`config.mk`:
```
export PLATFORM = sky130hd
export DESIGN_NAME = dffn_univ
export DESIGN_NICKNAME = d
export VERILOG_FILES = /design/src/rtl/dffn_univ.sv
export SDC_FILE = /design/constraint.sdc
export NUM_CORES = 1
export LEC_CHECK = 0
export ABC_CLOCK_PERIOD_IN_PS = 1250
export BUFFER_PORTS_ARGS = -buffer_cell sky130_fd_sc_hd__buf_2
export CORE_AREA = 4 4 41 43
export DETAILED_ROUTE_END_ITERATION = 6
export DIE_AREA = 0 0 45 47
export PLACE_DENSITY = 0.78
export SYNTH_ARGS = -nofsm -noshare
export SYNTH_HDL_FRONTEND = slang
export SYNTH_SLANG_ARGS = --single-unit
```
`constraint.sdc`:
```
create_clock -name clk -period 1.25 [get_ports clk]
set_clock_uncertainty 0.15 [all_clocks]
set_input_delay 0 -clock clk [delete_from_list [all_inputs] [get_ports clk]]
set_output_delay 0 -clock clk [all_outputs]
set_load 0.05 [all_outputs]
```
`src/rtl/dffn_univ.sv`:
```
`default_nettype none
// ============================================================================
//  Module      : dffn_univ
//  Description : Universal register. Supports hold, parallel load, shift
//                left/right, rotate left/right, increment and clear. There
//                is a registered shift-out bit (SO) and a registered
//                increment-wrap pulse (CO). Reset is synchronous and
//                active-high.
//  Revision    : 1.0 - initial release
// ============================================================================
module dffn_univ #(
    parameter int          WIDTH     = 4,
    parameter logic [31:0] RESET_VAL = 32'd0
) (
    input  logic             clk,
    input  logic             reset,
    input  logic             E,
    input  logic [2:0]       mode,
    input  logic [WIDTH-1:0] D,
    input  logic             SI,
    output logic [WIDTH-1:0] Q,
    output logic             SO,
    output logic             CO
);

    localparam logic [2:0] c_MODE_HOLD = 3'b000;
    localparam logic [2:0] c_MODE_LOAD = 3'b001;
    localparam logic [2:0] c_MODE_SHL  = 3'b010;
    localparam logic [2:0] c_MODE_SHR  = 3'b011;
    localparam logic [2:0] c_MODE_ROL  = 3'b100;
    localparam logic [2:0] c_MODE_ROR  = 3'b101;
    localparam logic [2:0] c_MODE_INC  = 3'b110;
    localparam logic [2:0] c_MODE_CLR  = 3'b111;

    // RESET_VAL is truncated to the register width.
    localparam logic [WIDTH-1:0] c_RESET_Q = RESET_VAL[WIDTH-1:0];
    localparam logic [WIDTH-1:0] c_ONE     = WIDTH'(1);

    logic [WIDTH-1:0] q_q;
    logic [WIDTH-1:0] q_d;
    logic             so_q;
    logic             so_d;
    logic             co_q;
    logic             co_d;

    logic [WIDTH-1:0] w_shl;
    logic [WIDTH-1:0] w_shr;
    logic [WIDTH-1:0] w_rol;
    logic [WIDTH-1:0] w_ror;
    logic             w_msb;

    // A 1-bit register has no inner bits. Shifts collapse to loading SI,
    // and rotates collapse to holding the value.
    generate
        if (WIDTH == 1) begin : g_w1
            assign w_shl = SI;
            assign w_shr = SI;
            assign w_rol = q_q;
            assign w_ror = q_q;
        end else begin : g_wn
            assign w_shl = {q_q[WIDTH-2:0], SI};
            assign w_shr = {SI, q_q[WIDTH-1:1]};
            assign w_rol = {q_q[WIDTH-2:0], q_q[WIDTH-1]};
            assign w_ror = {q_q[0], q_q[WIDTH-1:1]};
        end
    endgenerate

    assign w_msb = q_q[WIDTH-1];

    // Next-state selection. Inputs D and SI are only routed through the
    // modes that read them, so unknowns on them cannot reach Q otherwise.
    always_comb begin
        q_d  = q_q;
        so_d = so_q;
        co_d = 1'b0;
        if (E) begin
            case (mode)
                c_MODE_HOLD: q_d = q_q;
                c_MODE_LOAD: q_d = D;
                c_MODE_SHL: begin
                    q_d  = w_shl;
                    so_d = w_msb;
                end
                c_MODE_SHR: begin
                    q_d  = w_shr;
                    so_d = q_q[0];
                end
                c_MODE_ROL: begin
                    q_d  = w_rol;
                    so_d = w_msb;
                end
                c_MODE_ROR: begin
                    q_d  = w_ror;
                    so_d = q_q[0];
                end
                c_MODE_INC: begin
                    q_d  = q_q + c_ONE;
                    co_d = &q_q;
                end
                c_MODE_CLR: q_d = '0;
                default:    q_d = q_q;
            endcase
        end
    end

    // State register. Reset overrides any operation, including a wrapping increment.
    always_ff @(posedge clk) begin
        if (reset) begin
            q_q  <= c_RESET_Q;
            so_q <= 1'b0;
            co_q <= 1'b0;
        end else begin
            q_q  <= q_d;
            so_q <= so_d;
            co_q <= co_d;
        end
    end

    assign Q  = q_q;
    assign SO = so_q;
    assign CO = co_q;

endmodule
`default_nettype wire

```
# Yosys cells after proc, flatten, opt, wreduce, memory -nomap -nowiden
# Index checks and enable logic that the tools add are counted.
[op_classes]
n_mux = 2
eq_ne = 7
n_addsub = 1
n_bitwise = 3
n_reduce_logical = 8
[op_table]
columns = ["op", "n"]
rows = [
  ["4-bit one-hot mux with 7 select lines", 1],
  ["3-bit equality test (second input constant)", 4],
  ["3-bit by 2-bit equality test with 1-bit output (second input constant)", 2],
  ["4-bit by 1-bit adder with 4-bit output (second input constant)", 1],
  ["2-bit AND reduction", 2],
  ["4-bit AND reduction", 1],
  ["2-bit OR reduction", 2],
  ["3-bit by 1-bit equality test with 1-bit output (second input constant)", 1],
  ["3-bit logical NOT", 1],
  ["1-bit inverter", 3],
  ["3-bit OR reduction", 1],
  ["1-bit one-hot mux with 2 select lines", 1],
  ["2-bit nonzero test", 1],
]
[word_totals]
output_inout_bits = 6
ff_bits = 6

# Logic depth before layout (Yosys ltp)
[depth]
depth_word = 4
mapped_depth = 6

# Worst setup path after synthesis
# OpenSTA, ideal clock, no wires.
[synth_timing]
kind = "register to register"
start = "register q_q[0] (netlist: Q[0])"
end = "register q_q[1] (netlist: Q[1])"
stages_incl_launch_ff = 6
t_required_ns = 0.981
slack_ns = -0.394
setup_ns = 0.119
path_buffers = 0
t_arrival_ns = 1.375
path_cell_list = "dfxtp_1 > ha_1 > nand3_1 > a21oi_1 > nor3_1 > nor3_1"
[synth_between]
elab_chain_cells = 2
[synth_lines]
columns = ["item", "line_no", "source"]
rows = [
  ["from (decl)", "39", "logic [WIDTH-1:0] q_q;"],
  ["from (signal assigned)", "109", "q_q <= c_RESET_Q;"],
  ["from (signal assigned)", "113", "q_q <= q_d;"],
  ["4-bit by 1-bit adder with 4-bit output", "97", "q_d = q_q + c_ONE;"],
  ["4-bit one-hot mux with 7 select lines *", "77", "case (mode)"],
]
# Every way passes the cells marked *; elsewhere a longest branch is shown, timed or not.
# A chain may end at the register's enable or synchronous reset.

# Worst setup path after layout
[layout_timing]
start = "register q_q[0] (netlist: Q[0])"
end = "register q_q[3] (netlist: Q[3])"
# Same word-level chain as after synthesis.

==> metrics.md <==
| Metric | Value |
|---|---|
| Synth Area per Inst | 8.05 sq um |
| DR iter-0 viols | 4 |
| Synthesized Nets | 77 |
| Routed WL per cell | about 14 um |
| Final Hold Fails | 3 |
| PortBufs | 16 |
| Slew HR | about 77% |
| CTS tree | built |
| Starting Density | roughly two fifths |
| Length of the first detailed-routing pass in iterations | 4 |
| Design Power | ~640 uW |
| Final WS setup | -0.0181 ns |
| Site Rows | 13 |
| Synth Warn # | 0 |
| Number of remaining DRC errors | 0 |
| CTS max path bufs | 2 |
| Asr flop ratio synth | 0% |
| Leak | between 0.2 and 0.3 nW |
| Failing checks | negative hold slack, negative setup slack |
| Nets | 101 |
| Post-place instance area | approximately 630 sq um |
| Top FF cell, synth | dfxtp_1 |
| CTS Root Buffer Type | clkbuf_4 |
| Die Height | 47 um |
| Vias per inst | between 5 and 6 |
| Worst path required time | 1.27 ns |
| Min-delay src | reset |
| Num CTS Buffers | 3 |
| Crit start category | register |
| Placed cell count | between 90 and 100 |
| Share of layout cells above drive strength 1 | 46.6% |
| Detailed Place HPWL | ~950 um |
| Most frequent cells in the layout | buf_2 (16), a21oi_1 (7), buf_4 (7) |
| VDD IR max | 470 uV |
| I/O Pins | 17 |
| Worst Hold Class | input port to register |
| First-pass GRT wire length | ~2200 um |
| Unrepaired setup endpoints after global routing | true |
| Most common cell after layout, fill and taps aside | buf_2 |
| Fin cells | slightly above 100 |
| Post-route ant nets | 0 |
| Final Slew Violations | 0 |
| Yosys top cell area share | 23.0% |
| GRT Overall Usage | between 10% and 20% |
| Register area share after synthesis | 23.0% |
| Antenna violations before repair | 0 |
| Yosys reg bits | 6 |
| WL final | approximately 1400 um |
| Min cycle time layout | about 1.3 ns |
| Status | complete, but fails checks |
| Die area | around 2100 sq um |
| Routed via count | just under 600 |
| Post-Route Setup TNS | -0.0339 ns |
| Clock latency on the worst-skew pair | around 0.26 ns |
| GP Congestion | about 0.8 |
| EDFF count, synth | 0 |
| DIE WIDTH | 45 um |
| Number of diodes | 0 |
| Setup Viol. Count Final | 2 |
| Synth unique cells | 28 |
| # Max-Cap Violations | 0 |
| Final instance area | between 700 and 800 sq um |
| Area growth from synthesis to layout | 36.1% |
| Area leader, netlist | dfxtp_1 |
| TritonCTS Sinks | 6 |
| Mapped Area | about 520 sq um |
| Worst-path clk slew | roughly 0.060 ns |
| Worst-margin pin slew | between 0.3 and 0.4 ns |
| # H-tree levels | 1 |
| Nature of the critical path endpoint | register |
| Post-CTS Hold Fix Bufs | 1 |
| Final worst path period share | 101% |
| Fmax | ~0.79 GHz |
| Post-Syn Instances | 65 |
| CP Max Fanout | 6 |
| Grt total ovfl | 0 |
| WS Path Type | register to register |
| Area of the core | around 1300 sq um |
| Worst hold slack | -0.201 ns |
| Vias in the first global route | 560 |
| Largest net degree at the start of global routing | 17 |
| Worst setup startpoint | Q[0]$_SDFFE_PP0P_ |
| Worst r2r src | Q[0]$_SDFFE_PP0P_ |
| Crit path DAT | approximately 1.3 ns |
| Most area-consuming cells after synthesis | dfxtp_1 (23%), a21oi_1 (7.7%), buf_6 (6.5%) |
| Pwr dens | 896 nW/um^2 |
-- per-stage QoR --
step | util [%] | setup WS [ns]
4_1_cts | 52.9 | -0.0586
3_3_place_gp | 48.3 | 0.0248
3_5_place_dp | 48.3 | -0.0423
2_1_floorplan | - | -0.0323
6_report | 54.7 | -0.0181
5_1_grt | 54.7 | -0.0700
-- cell families after synthesis --
logic type      count (synthesis)  synth area share [%]
buf+inv                         5                  9.33
compound gates                 23                  29.4
fa+ha+maj                       1                  2.39
flops                           6                  23.0
mux                             3                  5.74
simple gates                   26                  27.0
xor+xnor                        1                  3.11
-- cells in the mapped netlist (2+ instances only) --
cell	instances
nand3_1	2
o21ai_0	4
nand2_1	5
nand2b_1	3
a21oi_1	8
nand3b_1	2
nor3_1	4
dfxtp_1	6
buf_4	2
a311oi_1	2
mux2i_1	3
nor2_1	4
buf_6	3
o31ai_1	2
a211oi_1	2
-- sequential cells by signal (all words and copies together) (netlist names) --
name and cells:
Q 4, CO 1, SO 1
-- power by group --
part / total [mW] / switching, mW / internal, mW
Clock: 0.214 / 0.0915 / 0.122
Combinational: 0.202 / 0.122 / 0.0803
Sequential: 0.222 / 0.0195 / 0.203
Total: 0.638 / 0.233 / 0.405
-- layer usage --
metal | global-route usage (%) | vias up | part of all wire [%] | routed length, um
met5 | 0 | - | 0 | 0
met4 | 11.1 | 0 | 2.0 | 29
met3 | 4.98 | 4 | 9.6 | 137
met2 | 25.1 | 31 | 45 | 636
met1 | 15.8 | 262 | 44 | 621
li1 | - | 290 | - | -
-- path summary, 6_finish.rpt --
| check | end | slack [ns] | depth (start not counted) |
|---|---|---|---|
| worst max-delay path | Q[3]$_SDFFE_PP0P_ | -0.02 | 5 |
| worst max register to register | Q[3]$_SDFFE_PP0P_ | -0.02 | 5 |
| worst min register to register | SO$_SDFFE_PP0P_ | 0.37 | 2 |
| worst min-delay path | Q[1]$_SDFFE_PP0P_ | -0.20 | 2 |
-- final cells by class --
type | instances | area [sq um]
clock buffers | 4 | 26.3
fillers | 135 | 589
multi-input cells | 54 | 392
flip-flops and latches | 6 | 133
well taps | 15 | 18.8
repair buffers | 24 | 143
-- timing repair --
action,in CTS,in global routing
pin swaps,5,8
setup endpoints to repair,1,4
resized for setup,2,5
hold endpoints to repair,4,3
setup buffers,2,1
-- worst max-delay path, cell delays in order (launching register included) --
cell	delay [ns]
dfxtp_4	0.38
buf_4	0.12
nor2b_1	0.03
o21ai_0	0.18
a21oi_1	0.10
o31ai_1	0.21
(Power assumes the default switching activity.)
